<file path="config.mk">
export PLATFORM = sky130hd
export DESIGN_NAME = logic_reduce_unit
export DESIGN_NICKNAME = d
export VERILOG_FILES = /design/src/rtl/logic_reduce_unit.sv
export SDC_FILE = /design/constraint.sdc
export NUM_CORES = 1
export LEC_CHECK = 0
export ABC_AREA = 1
export ABC_CLOCK_PERIOD_IN_PS = 6600
export CAP_MARGIN = 20
export CORE_UTILIZATION = 40
export CTS_CLUSTER_DIAMETER = 50
export DETAILED_ROUTE_END_ITERATION = 12
export PLACE_DENSITY_LB_ADDON = 0.08
export SLEW_MARGIN = 20
export SYNTH_ARGS = -nofsm -noshare
export SYNTH_HDL_FRONTEND = slang
export SYNTH_SLANG_ARGS = --single-unit
</file>
<file path="constraint.sdc">
create_clock -name clk -period 6.6 [get_ports clk]
set_input_delay 0.99 -clock clk [delete_from_list [all_inputs] [get_ports clk]]
set_output_delay 0.99 -clock clk [all_outputs]
set_load 0.03 [all_outputs]
</file>
<file path="src/rtl/logic_reduce_unit.sv">
// Frame-wise bitwise reduction of NUM_IN lanes with AND/OR/XOR (optionally inverted) and a one-deep result register.
// Multi-beat frames using in_last are built only when LOGIC_REDUCE_ACC_EN is defined; otherwise every beat is a frame.
module logic_reduce_unit #(
    parameter int WIDTH  = 8,
    parameter int NUM_IN = 4
) (
    input  logic                    clk,
    input  logic                    rst,
    input  logic                    in_valid,
    output logic                    in_ready,
    input  logic [NUM_IN*WIDTH-1:0] in_data,
    input  logic                    in_last,
    input  logic [2:0]              op,
    output logic                    out_valid,
    input  logic                    out_ready,
    output logic [WIDTH-1:0]        Y,
    output logic                    op_err
);

    typedef enum logic [1:0] {IDLE, ACC, FULL} state_t;
    typedef enum logic [1:0] {BASE_AND, BASE_OR, BASE_XOR} base_t;

    state_t state, state_next;

    function automatic base_t base_of(input logic [2:0] code);
        case (code)
            3'd0, 3'd3: return BASE_AND;
            3'd2, 3'd5: return BASE_XOR;
            default:    return BASE_OR;  // reserved codes 6/7 fold into OR
        endcase
    endfunction

    function automatic logic inv_of(input logic [2:0] code);
        return (code >= 3'd3) && (code <= 3'd5);
    endfunction

    function automatic logic err_of(input logic [2:0] code);
        return code[2] & code[1];
    endfunction

    function automatic logic [WIDTH-1:0] combine(input logic [WIDTH-1:0] a,
                                                 input logic [WIDTH-1:0] b,
                                                 input base_t base);
        case (base)
            BASE_AND: return a & b;
            BASE_XOR: return a ^ b;
            default:  return a | b;
        endcase
    endfunction

    function automatic logic [WIDTH-1:0] reduce_lanes(input logic [NUM_IN*WIDTH-1:0] data,
                                                      input base_t base);
        logic [WIDTH-1:0] r;
        r = data[0 +: WIDTH];
        for (int k = 1; k < NUM_IN; k++) begin
            r = combine(r, data[k*WIDTH +: WIDTH], base);
        end
        return r;
    endfunction

    logic             accept;
    logic             last_beat;
    base_t            eff_base;
    logic             eff_inv;
    logic             eff_err;
    logic [WIDTH-1:0] beat_red;
    logic [WIDTH-1:0] acc_next;

    assign in_ready = (state != FULL) || out_ready;
    assign accept   = in_valid && in_ready;
    assign beat_red = reduce_lanes(in_data, eff_base);

`ifdef LOGIC_REDUCE_ACC_EN
    logic [WIDTH-1:0] acc;
    base_t            base_q;
    logic             inv_q;
    logic             err_q;
    logic             frame_open;

    // Once a frame is open its op is frozen; later op values are ignored.
    assign frame_open = (state == ACC);
    assign eff_base   = frame_open ? base_q : base_of(op);
    assign eff_inv    = frame_open ? inv_q  : inv_of(op);
    assign eff_err    = frame_open ? err_q  : err_of(op);
    assign acc_next   = frame_open ? combine(acc, beat_red, base_q) : beat_red;
    assign last_beat  = in_last;

    always_ff @(posedge clk) begin
        if (rst) begin
            acc    <= '0;
            base_q <= BASE_OR;
            inv_q  <= 1'b0;
            err_q  <= 1'b0;
        end else if (accept && !in_last) begin
            acc <= acc_next;
            if (!frame_open) begin
                base_q <= base_of(op);
                inv_q  <= inv_of(op);
                err_q  <= err_of(op);
            end
        end
    end
`else
    logic unused_last;

    assign unused_last = in_last;
    assign eff_base    = base_of(op);
    assign eff_inv     = inv_of(op);
    assign eff_err     = err_of(op);
    assign acc_next    = beat_red;
    assign last_beat   = 1'b1;
`endif

    always_ff @(posedge clk) begin
        if (rst) begin
            state <= IDLE;
        end else begin
            state <= state_next;
        end
    end

    always_comb begin
        state_next = state;
        if (accept) begin
            state_next = last_beat ? FULL : ACC;
        end else if ((state == FULL) && out_ready) begin
            state_next = IDLE;
        end
    end

    // Result register: loaded on the closing beat, cleared when consumed without a replacement.
    always_ff @(posedge clk) begin
        if (rst) begin
            Y         <= '0;
            out_valid <= 1'b0;
            op_err    <= 1'b0;
        end else if (accept) begin
            if (last_beat) begin
                Y         <= eff_inv ? ~acc_next : acc_next;
                op_err    <= eff_err;
                out_valid <= 1'b1;
            end else begin
                out_valid <= 1'b0;
            end
        end else if (out_ready) begin
            out_valid <= 1'b0;
        end
    end

endmodule

</file>
==> summary.md, run 1 <==
| Metric | Value |
|---|---|
| First-pass GRT wire length | `7.58 mm` |
| Clock buffers created by TritonCTS | `3` |
| DRC viols | `0` |
| Path type of the worst min-delay path | `reg -> reg` |
| Count of flip-flops with a built-in enable after synthesis | `0` |
| Category of the worst setup path launch point | `primary input` |
| Cell count after placement | `413` |
| Minimum period implied by the final worst setup slack | `3.95 ns` |
| Port Buffer Count | `49` |
| Setup repair after global routing missed its margin | `false` |
| Max-Slew Margin vs Limit | `0.674` |
| Maximum fanout along the worst path | `24` |
| Clk_lat worst skew | `0.23 ns` |
| Weighted congestion reported at the end of routability-driven placement | `0.741` |
| Length of the first detailed-routing pass in iterations | `4` |
| Maximum number of pins on one net before global-route repair | `25` |
| Number of distinct library cell variants in the gate-level netlist after synthesis | `23` |
| Number of placed I/O pins | `51` |
| Cell area reported after detailed placement | `0.00270 mm²` |
| Initial detailed-routing violation count | `56` |
| Synth area leader | `ha_1` |
| Global-route usage over all layers | `0.154` |
| Detailed Place HPWL | `3.12 mm` |
| Vias | `1,881` |
| Kind of critical path | `in -> reg` |
| Result of the run | `completed` |
| Total nets after synthesis | `391` |
| Max-cap viol count | `0` |
| Buffer type at the clock tree root | `clkbuf_8` |
| Fin. max-slew vios | `0` |
| Largest buffer count on any clock path | `2` |
| Register cell area after layout | `220 µm²` |
| Post-route insts no fill | `417` |
| Final Hold Vio Count | `0` |
| Most area-consuming cells after synthesis | `ha_1 27%, nor2_4 10%, inv_1 10%` |
| Final setup TNS | `0 ns` |
| Via count of the first global-routing pass | `1,756` |
| Vertical die dimension | `76.2 µm` |
| Fraction of post-synthesis cell area in the top cell type by area | `0.273` |
| #FFs+latches synth | `11` |
| Quantity of gates resized following cts | `0` |
| Number of setup buffers added after CTS | `0` |
| Antenna violations before repair | `0` |
| Wire length after detailed routing | `4.09 mm` |
| Share of flip-flops with an asynchronous set or reset after synthesis | `0` |
| Total inserted antenna cells | `0` |
| Cell with the most instances after synthesis | `inv_1` |
| Cell count after synthesis | `303` |
| Synthesis Warnings | `0` |
| Quantity of hold-fixing buffers added after cts | `0` |
| Remaining Overflow, GRT | `0` |
| Routed Antenna Nets | `0` |
| Initial Utilization | `0.423` |
| Power density of the placed cells | `132 mW/mm²` |
| Actual transition at the worst max-transition pin | `0.487 ns` |
| H-Tree Level Count | `1` |
| Core area | `0.00520 mm²` |
| Clock input transition at the sequential cells of the worst setup and hold paths | `0.05 ns` |
| Area of the die | `0.00580 mm²` |
| Area of the multi-input gates | `0.00160 mm²` |
| Synth Cell Area | `0.00220 mm²` |
| Count of endpoints failing setup in the final report | `0` |
| Mean instance size in the synthesized netlist | `7.26 µm²` |
| Area growth from synthesis to layout | `24.6%` |
| Main flop type after synthesis | `dfxtp_1` |
| Most frequent cells after synthesis | `59 x inv_1, 48 x ha_1, 37 x nand2_1` |
| Highest clock frequency the design can meet | `0.253 GHz` |
| TritonCTS clock tree | `done` |
| Wire length per cell after detailed routing | `9.81 µm` |
| Number of rows created at floorplan | `26` |
| Arrival time at the worst endpoint | `4.13 ns` |
| Critical Path Sink Type | `flip-flop` |
| Largest vdd supply drop | `0.0846 mV` |
| Final Net Count | `436` |
| Seq/Total Area, Yosys | `0.100` |
| Chip Width | `76.2 µm` |
| Critical path data required time | `6.78 ns` |
| Share of layout cells above drive strength 1 | `0.182` |
| Power after layout | `0.362 mW` |
| Via-per-instance ratio | `4.51` |
| Leak | `1.47 nW` |
| Post-route cell area | `0.00274 mm²` |
| Post-route clock skew | `0.000362 ns` |
| Number of clock sinks seen by CTS | `11` |
| Part of the cycle the worst path needs | `0.598` |
| Fill cells | `548` |
-- critical path, cell delays in order --
cell and delay (ns):
clkdlybuf4s50_1 0.59, nand2_2 0.13, nand2_4 0.28, nand2_4 0.17
nand2_4 0.34, nor2_1 0.10, nor2_2 0.15, ha_1 0.24
a32o_1 0.28, nor2_4 0.11, ha_1 0.23, nand3_1 0.10
nand2_1 0.06, inv_1 0.05, nand3_1 0.06, nand3_1 0.11
nand2_1 0.07, inv_1 0.05
-- flip-flops by register name, indices dropped and copies added, names as in the netlist --
name       cells
op_err         1
state          1
out_valid      1
Y              8
-- final timing paths --
| kind | cells after the start | from | slack, ns | to |
|---|---|---|---|---|
| max | 18 | op[1] | 2.65 | Y[1] |
| min | 2 | out_valid | 0.46 | out_valid |
| max reg2reg | 7 | state[1] | 5.22 | Y[5] |
| min reg2reg | 2 | out_valid | 0.46 | out_valid |
-- power by group --
group,internal (mW),switching [mW],total [mW]
sequential,0.0730,0.00282,0.0759
clock,0.0422,0.0227,0.0648
combinational,0.0981,0.124,0.222
-- cells by family after synthesis --
group,Yosys count,share of synthesized area
simple gates,136,0.373
buf+inv,88,0.172
fa+ha+maj,48,0.273
compound gates,20,0.0813
flops,11,0.100
-- cell type report --
class	count	area share
multi-input cells	204	0.584
repair buffers	49	0.179
inverters	79	0.108
flip-flops and latches	11	0.0804
well taps	70	0.0320
clock buffers	4	0.0164
-- cells in the final DEF (no fill, tap or decap) --
master / n
dfxtp_1: 11
a211oi_1: 1
a21oi_1: 3
nand2_1: 37
nor2_2: 5
nand3_4: 1
nand2_4: 6
clkinv_1: 1
a32o_1: 15
clkbuf_8: 3
inv_2: 19
ha_1: 48
nand2_2: 3
inv_1: 59
clkbuf_1: 1
o22ai_1: 1
nor2_1: 23
nand3_1: 35
clkdlybuf4s50_1: 49
nor2_4: 20
nand3_2: 6
-- through the flow --
stage                      util  hold slack, ns  worst slack (ns)
after floorplan               -           0.589              3.57
after global placement    0.518           0.452              2.38
after detailed placement  0.518           0.456              2.38
after CTS                 0.526           0.464              2.62
after global routing      0.526           0.495              2.30
final                     0.526           0.459              2.65
-- per-layer routing --
metal,track usage,wire length (µm)
met1,0.194,2020
met3,0.0144,129
met5,0,0
met4,0.0288,19
met2,0.285,1930
No activity file was read; power rests on OpenSTA's default activity.
==> run 2: changes to the inputs <==
- ABC_CLOCK_PERIOD_IN_PS: 6600 -> 3200
- clock period: 6.6 -> 3.2 ns (I/O delays scaled with it)
==> summary.md, run 2 (same netlist as run 1, synthesis figures left out) <==
| Metric | Value |
|---|---|
| Via count of the first global-routing pass | `1,985 (+13%)` |
| Share of layout cells above drive strength 1 | `0.235 (+0.0529)` |
| Initial Utilization | `0.423 (unchanged)` |
| Flip-flop count of the largest register, all copies and words added | `8 (unchanged)` |
| Arrival time at the worst endpoint | `3.08 ns (-1.05 ns)` |
| Clk_lat worst skew | `0.24 ns (about the same)` |
| Minimum period implied by the final worst setup slack | `2.94 ns` |
| Worst hold start | `out_valid` |
| Final setup TNS | `0 ns (unchanged)` |
| Initial detailed-routing violation count | `92 (+64%)` |
| Result of the run | `completed` |
| Core area | `0.00520 mm² (unchanged)` |
| Global-route usage over all layers | `0.171 (+0.0167)` |
| Net load switching power | `0.322 mW (+120%)` |
| Wire length after detailed routing | `4.45 mm (+8.8%)` |
| Largest buffer count on any clock path | `2 (unchanged)` |
| Clock buffers created by TritonCTS | `3 (unchanged)` |
| Vertical die dimension | `76.2 µm (unchanged)` |
| Startpoint of the most critical register-to-register path | `state[1]` |
| Critical path data required time | `3.34 ns (-3.44 ns)` |
| Commonest non-fill, non-tap cell in the layout | `inv_1` |
| Clock input transition at the sequential cells of the worst setup and hold paths | `0.05 ns (about the same)` |
| Post-route clock skew | `0.000948 ns (+0.000586 ns)` |
| Total internal power | `0.475 mW (+120%)` |
| Post-route insts no fill | `441 (+5.8%)` |
| Cell area reported after detailed placement | `0.00290 mm² (+7.6%)` |
| Post-route cell area | `0.00295 mm² (+7.7%)` |
| Worst Setup Slack, final | `0.263 ns (-2.39 ns)` |
| Count of endpoints failing setup in the final report | `0 (unchanged)` |
| Endpoint of the most critical register-to-register path | `Y[0]` |
| Share of power burned in combinational logic | `0.628 (+0.016)` |
| Port Buffer Count | `49 (unchanged)` |
| Chip Width | `76.2 µm (unchanged)` |
| Detailed Place HPWL | `3.65 mm (+17%)` |
| Cell count after placement | `437 (+5.8%)` |
| Max-cap viol count | `0 (unchanged)` |
| TritonCTS clock tree | `done` |
| Global Route met2 Usage | `0.325 (+0.0409)` |
| Number of setup buffers added after CTS | `0 (unchanged)` |
| Register with the highest flop count | `Y` |
| Number of placed I/O pins | `51 (unchanged)` |
| Number of rows created at floorplan | `26 (unchanged)` |
| Busiest layer in global routing | `met2` |
| Area growth from synthesis to layout | `34.1%` |
| Category of the worst setup path launch point | `primary input` |
| Layout Utilization | `0.567 (+0.0404)` |
| Path type of the worst min-delay path | `reg -> reg` |
| Routed Antenna Nets | `0 (unchanged)` |
| Final Net Count | `460 (+5.5%)` |
| Setup repair after global routing missed its margin | `false` |
| Kind of critical path | `in -> reg` |
| Fin. max-slew vios | `0 (unchanged)` |
| Wire length per cell after detailed routing | `10.1 µm (+2.8%)` |
| Final Hold Vio Count | `0 (unchanged)` |
| Total inserted antenna cells | `0 (unchanged)` |
| Remaining Overflow, GRT | `0 (unchanged)` |
| Vias | `2,028 (+7.8%)` |
| GR met1 Demand/Resource | `0.203 (+0.00867)` |
| Pre-CTS setup slack | `-0.0911 ns (-2.47 ns)` |
| Cell count of the worst hold path | `2 (unchanged)` |
| Met3 track utilization from global routing | `0.0168 (+0.00240)` |
| Maximum fanout along the worst path | `15 (-38%)` |
| Max-Slew Margin vs Limit | `0.681 (+0.00792)` |
| Fraction of power spent switching nets | `0.404 (-0.00715)` |
| Critical Path Sink Type | `flip-flop` |
| Via-per-instance ratio | `4.60 (+1.9%)` |
| Buffer type at the clock tree root | `clkbuf_8` |
| Top library cells by usage in the layout, fill and taps aside | `59 x inv_1, 48 x ha_1, 47 x clkdlybuf4s50_1, 37 x nand2_1, 35 x nand3_1` |
| Power after layout | `0.797 mW (+120%)` |
| Hold Path End | `out_valid` |
| Sequential fraction of design power | `0.197 (-0.012)` |
| Antenna violations before repair | `0 (unchanged)` |
| Largest vdd supply drop | `0.160 mV (+89%)` |
| Highest clock frequency the design can meet | `0.340 GHz` |
| Power density of the placed cells | `270 mW/mm² (+100%)` |
| Final hold slack | `0.465 ns (+0.00596 ns)` |
| Worst R2R Path Depth | `7 (unchanged)` |
| Part of the cycle the worst path needs | `0.918` |
| Weighted congestion reported at the end of routability-driven placement | `0.736 (-0.70%)` |
| Maximum number of pins on one net before global-route repair | `19 (-24%)` |
| DRC viols | `0 (unchanged)` |
| Leak | `1.61 nW (+9.7%)` |
| Length of the first detailed-routing pass in iterations | `4 (unchanged)` |
| Reg-to-reg setup timing slack | `1.84 ns (-3.38 ns)` |
| Number of clock sinks seen by CTS | `11 (unchanged)` |
| Area of the die | `0.00580 mm² (unchanged)` |
| Actual transition at the worst max-transition pin | `0.475 ns (-0.0118 ns)` |
| Fraction of power consumed by the clock network | `0.174 (-0.005)` |
| H-Tree Level Count | `1 (unchanged)` |
| First-pass GRT wire length | `8.30 mm (+9.5%)` |
[run 2: power by group through the flow]
stage / Clock (mW) / Combinational (mW) / Sequential [mW]
6_report: 0.139 / 0.501 / 0.157
5_1_grt: 0.153 / 0.570 / 0.159
4_1_cts: 0.141 / 0.510 / 0.157
3_5_place_dp: 0 / 0.506 / 0.160
3_3_place_gp: 0 / 0.498 / 0.159
2_1_floorplan: 0 / 0.320 / 0.183
[run 2: layer usage]
layer | vias to the layer above | wire length [µm]
li1 | 1087 | -
met1 | 906 | 2090
met2 | 31 | 2210
met3 | 4 | 116
met4 | 0 | 29
met5 | - | 0
[run 2: what timing repair did]
action	4_1_cts	5_1_grt
setup endpoints to repair	0	6
hold buffers	0	0
resized for setup	0	2
[run 2: how the worst max path moves through the flow]
stage	startpoint	endpoint	slack [ns]	cells after the start
floorplan	op[2]	Y[0]	0.68	16
global placement	op[0]	Y[5]	-0.04	17
detailed placement	op[0]	Y[5]	-0.09	16
CTS	op[0]	Y[5]	0.15	16
global route	op[2]	Y[6]	0.03	19
finish	op[2]	Y[5]	0.26	16
[run 2: worst max-delay path, cell delays in order]
cell and delay (ns):
clkdlybuf4s50_1 0.53, inv_2 0.11, nand3_2 0.10, nand2_4 0.14, a32o_1 0.28, nor2_4 0.10, ha_1 0.23, a32o_1 0.30
nor2_4 0.12, ha_1 0.25, nand3_2 0.08, nand3_1 0.07, nand2_1 0.06, nand3_1 0.10, nand2_1 0.09, inv_1 0.03
[run 2: layout make-up]
class / count / area [µm²]
Timing Repair Buffer: 73 / 701
Tap cell: 70 / 87.6
Fill cell: 535 / 2250
Clock buffer: 4 / 45.0
Multi-Input combinational cell: 204 / 1600
Sequential cell: 11 / 220
Inverter: 79 / 297
==> run 3: changes to the inputs <==
- SETUP_SLACK_MARGIN: not set -> 0.3
==> summary.md, run 3 (same netlist as run 1, synthesis figures left out) <==
| Metric | Value |
|---|---|
| Wire length after detailed routing | `4.51 mm (+1.3%)` |
| Wire length per cell after detailed routing | `10.2 µm (+1.3%)` |
| Number of buffer and inverter instances along the worst setup path | `3 (unchanged)` |
| Port Buffer Count | `49 (unchanged)` |
| Cell area reported after detailed placement | `0.00290 mm² (unchanged)` |
| Count of endpoints failing setup in the final report | `0 (unchanged)` |
| Chip Width | `76.2 µm (unchanged)` |
| Post-route cell area | `0.00308 mm² (+4.4%)` |
| Clk_lat worst skew | `0.23 ns (about the same)` |
| Length of the first detailed-routing pass in iterations | `4 (unchanged)` |
| Largest buffer count on any clock path | `2 (unchanged)` |
| Vertical die dimension | `76.2 µm (unchanged)` |
| Top library cells by usage in the layout, fill and taps aside | `59 x inv_1, 44 x ha_1, 35 x nand2_1, 35 x clkdlybuf4s50_1, 30 x nand3_1` |
| Category of the worst setup path launch point | `primary input` |
| Routed Antenna Nets | `0 (unchanged)` |
| Number of placed I/O pins | `51 (unchanged)` |
| Max-cap viol count | `0 (unchanged)` |
| Share of power burned in combinational logic | `0.643 (+0.015)` |
| Initial detailed-routing violation count | `83 (-9.8%)` |
| Detailed Place HPWL | `3.65 mm (unchanged)` |
| Top delay family on crit path | `adder cells` |
| Initial Utilization | `0.423 (unchanged)` |
| Maximum number of pins on one net before global-route repair | `19 (unchanged)` |
| Endpoint of the most critical register-to-register path | `Y[5]` |
| Kind of critical path | `in -> reg` |
| Fraction of power consumed by the clock network | `0.166 (-0.008)` |
| Critical-path cell list | `clkdlybuf4s50_1 -> inv_1 -> ha_1 -> a32o_2 -> nor2_4 -> ha_1 -> a32o_2 -> nor2_4 -> ha_4 -> nand3_2 -> nand3_1 -> nand2_1 -> nand3_2 -> nand2_2 -> inv_1` |
| Antenna violations before repair | `0 (unchanged)` |
| Result of the run | `completed` |
| Area of the die | `0.00580 mm² (unchanged)` |
| Total internal power | `0.490 mW (+3.2%)` |
| Number of setup buffers added after CTS | `0 (unchanged)` |
| Largest vdd supply drop | `0.160 mV (-0.25%)` |
| Stage delay of the slowest cell on the critical path | `0.48 ns (-0.05 ns)` |
| Beginning of the critical path | `in_data[5]` |
| Via count of the first global-routing pass | `1,985 (unchanged)` |
| Sequential fraction of design power | `0.190 (-0.007)` |
| Fin. max-slew vios | `0 (unchanged)` |
| Number of rows created at floorplan | `26 (unchanged)` |
| Clock buffers created by TritonCTS | `3 (unchanged)` |
| Via-per-instance ratio | `4.57 (-0.59%)` |
| Critical path depth | `15 (-1)` |
| Power density of the placed cells | `268 mW/mm² (-0.81%)` |
| Clock input transition at the sequential cells of the worst setup and hold paths | `0.05 ns (about the same)` |
| Highest clock frequency the design can meet | `0.358 GHz (+5.2%)` |
| Actual transition at the worst max-transition pin | `0.497 ns (+0.0224 ns)` |
| DRC viols | `0 (unchanged)` |
| Setup repair after global routing missed its margin | `true` |
| Critical path data required time | `3.34 ns (about the same)` |
| Maximum fanout along the worst path | `2 (-13)` |
| Power after layout | `0.825 mW (+3.5%)` |
| Commonest non-fill, non-tap cell in the layout | `inv_1` |
| Flip-flop count of the largest register, all copies and words added | `8 (unchanged)` |
| Share of layout cells above drive strength 1 | `0.305 (+0.0701)` |
| Arrival time at the worst endpoint | `2.93 ns (-0.15 ns)` |
| Weighted congestion reported at the end of routability-driven placement | `0.736 (unchanged)` |
| Max-Slew Margin vs Limit | `0.666 (-0.0150)` |
| Core area | `0.00520 mm² (unchanged)` |
| Reg-to-reg setup timing slack | `1.81 ns (-0.03 ns)` |
| Remaining Overflow, GRT | `0 (unchanged)` |
| Fraction of power spent switching nets | `0.406 (+0.00201)` |
| Post-route clock skew | `0.000944 ns (-0.00000434 ns)` |
| Crit path to | `Y[5]` |
| Busiest layer in global routing | `met2` |
| Startpoint of the most critical register-to-register path | `state[1]` |
| Buffer type at the clock tree root | `clkbuf_8` |
| First-pass GRT wire length | `8.30 mm (unchanged)` |
| Number of clock sinks seen by CTS | `11 (unchanged)` |
| TritonCTS clock tree | `done` |
| GR met1 Demand/Resource | `0.203 (unchanged)` |
| Net load switching power | `0.335 mW (+4.0%)` |
| Final Net Count | `460 (unchanged)` |
| Path type of the worst min-delay path | `reg -> reg` |
| Register with the highest flop count | `Y` |
| Total inserted antenna cells | `0 (unchanged)` |
| H-Tree Level Count | `1 (unchanged)` |
| Global Route met2 Usage | `0.325 (unchanged)` |
| Minimum period implied by the final worst setup slack | `2.79 ns (-0.144 ns)` |
| Part of the cycle the worst path needs | `0.873 (-0.0451)` |
| Met3 track utilization from global routing | `0.0168 (unchanged)` |
| Leak | `1.77 nW (+9.8%)` |
| Final Hold Vio Count | `0 (unchanged)` |
| Area growth from synthesis to layout | `40.0%` |
| Layout Utilization | `0.592 (+0.0248)` |
| Critical Path Sink Type | `flip-flop` |
| Worst R2R Path Depth | `7 (unchanged)` |
| Slowest stage cell, crit path | `clkdlybuf4s50_1` |
| Quantity of hold-fixing buffers added after cts | `0 (unchanged)` |
| Global-route usage over all layers | `0.171 (unchanged)` |
| Vias | `2,016 (-0.59%)` |
## run 3: cell count changes in the layout (fill, tap and decap cells not counted), sizes merged
cell,delta
dlygate4sd2,+1
dlymetal6s2s,+9
clkdlybuf4s50,-12
clkbuf,+2
## run 3: per-layer routing
metal | vias up | routed length (µm)
li1 | 1085 | -
met1 | 899 | 2150
met2 | 28 | 2220
met3 | 4 | 89
met4 | 0 | 44
met5 | - | 0
## run 3: worst min path at each step
stage	cells after the start	end	slack [ns]	from
after floorplan	2	out_valid	0.59	out_valid
after global placement	2	out_valid	0.45	out_valid
after detailed placement	2	out_valid	0.46	out_valid
after CTS	2	out_valid	0.47	out_valid
after global routing	2	out_valid	0.50	out_valid
final	2	out_valid	0.47	out_valid
## run 3: repair_timing
| item | 4_1_cts | 5_1_grt |
|---|---|---|
| endpoints found under the setup margin | 8 | 8 |
| pin swaps | 0 | 25 |
| resized for setup | 4 | 40 |
## run 3: power by group through the flow
| stage | clock network [mW] | registers, mW | logic [mW] |
|---|---|---|---|
| 2_1_floorplan | 0 | 0.183 | 0.320 |
| 3_3_place_gp | 0 | 0.159 | 0.498 |
| 3_5_place_dp | 0 | 0.160 | 0.506 |
| 4_1_cts | 0.141 | 0.157 | 0.510 |
| 5_1_grt | 0.153 | 0.159 | 0.600 |
| 6_report | 0.137 | 0.157 | 0.530 |
## run 3: worst min-delay path, stage by stage (launching register included)
cell,delay (ns)
dfxtp_1,0.30
nand2_1,0.06
a21oi_1,0.05
## run 3: area by class of cell
cell class | count | area [µm²]
tap | 70 | 87.6
inverter | 79 | 297
timing repair buffer | 73 | 712
clock buffer | 4 | 45.0
fill | 525 | 2130
multi-input combinational | 204 | 1720
sequential | 11 | 220
## run 3: stage by stage
step | worst slack [ns] | hold WS (ns) | instances | TNS, ns
floorplan | 0.684 | 0.589 | 303 | 0
global placement | -0.0364 | 0.451 | 437 | -0.199
detailed placement | -0.0911 | 0.464 | 437 | -0.409
CTS | 0.316 | 0.472 | 441 | 0
global route | 0.243 | 0.503 | 441 | 0
finish | 0.407 | 0.466 | 441 | 0
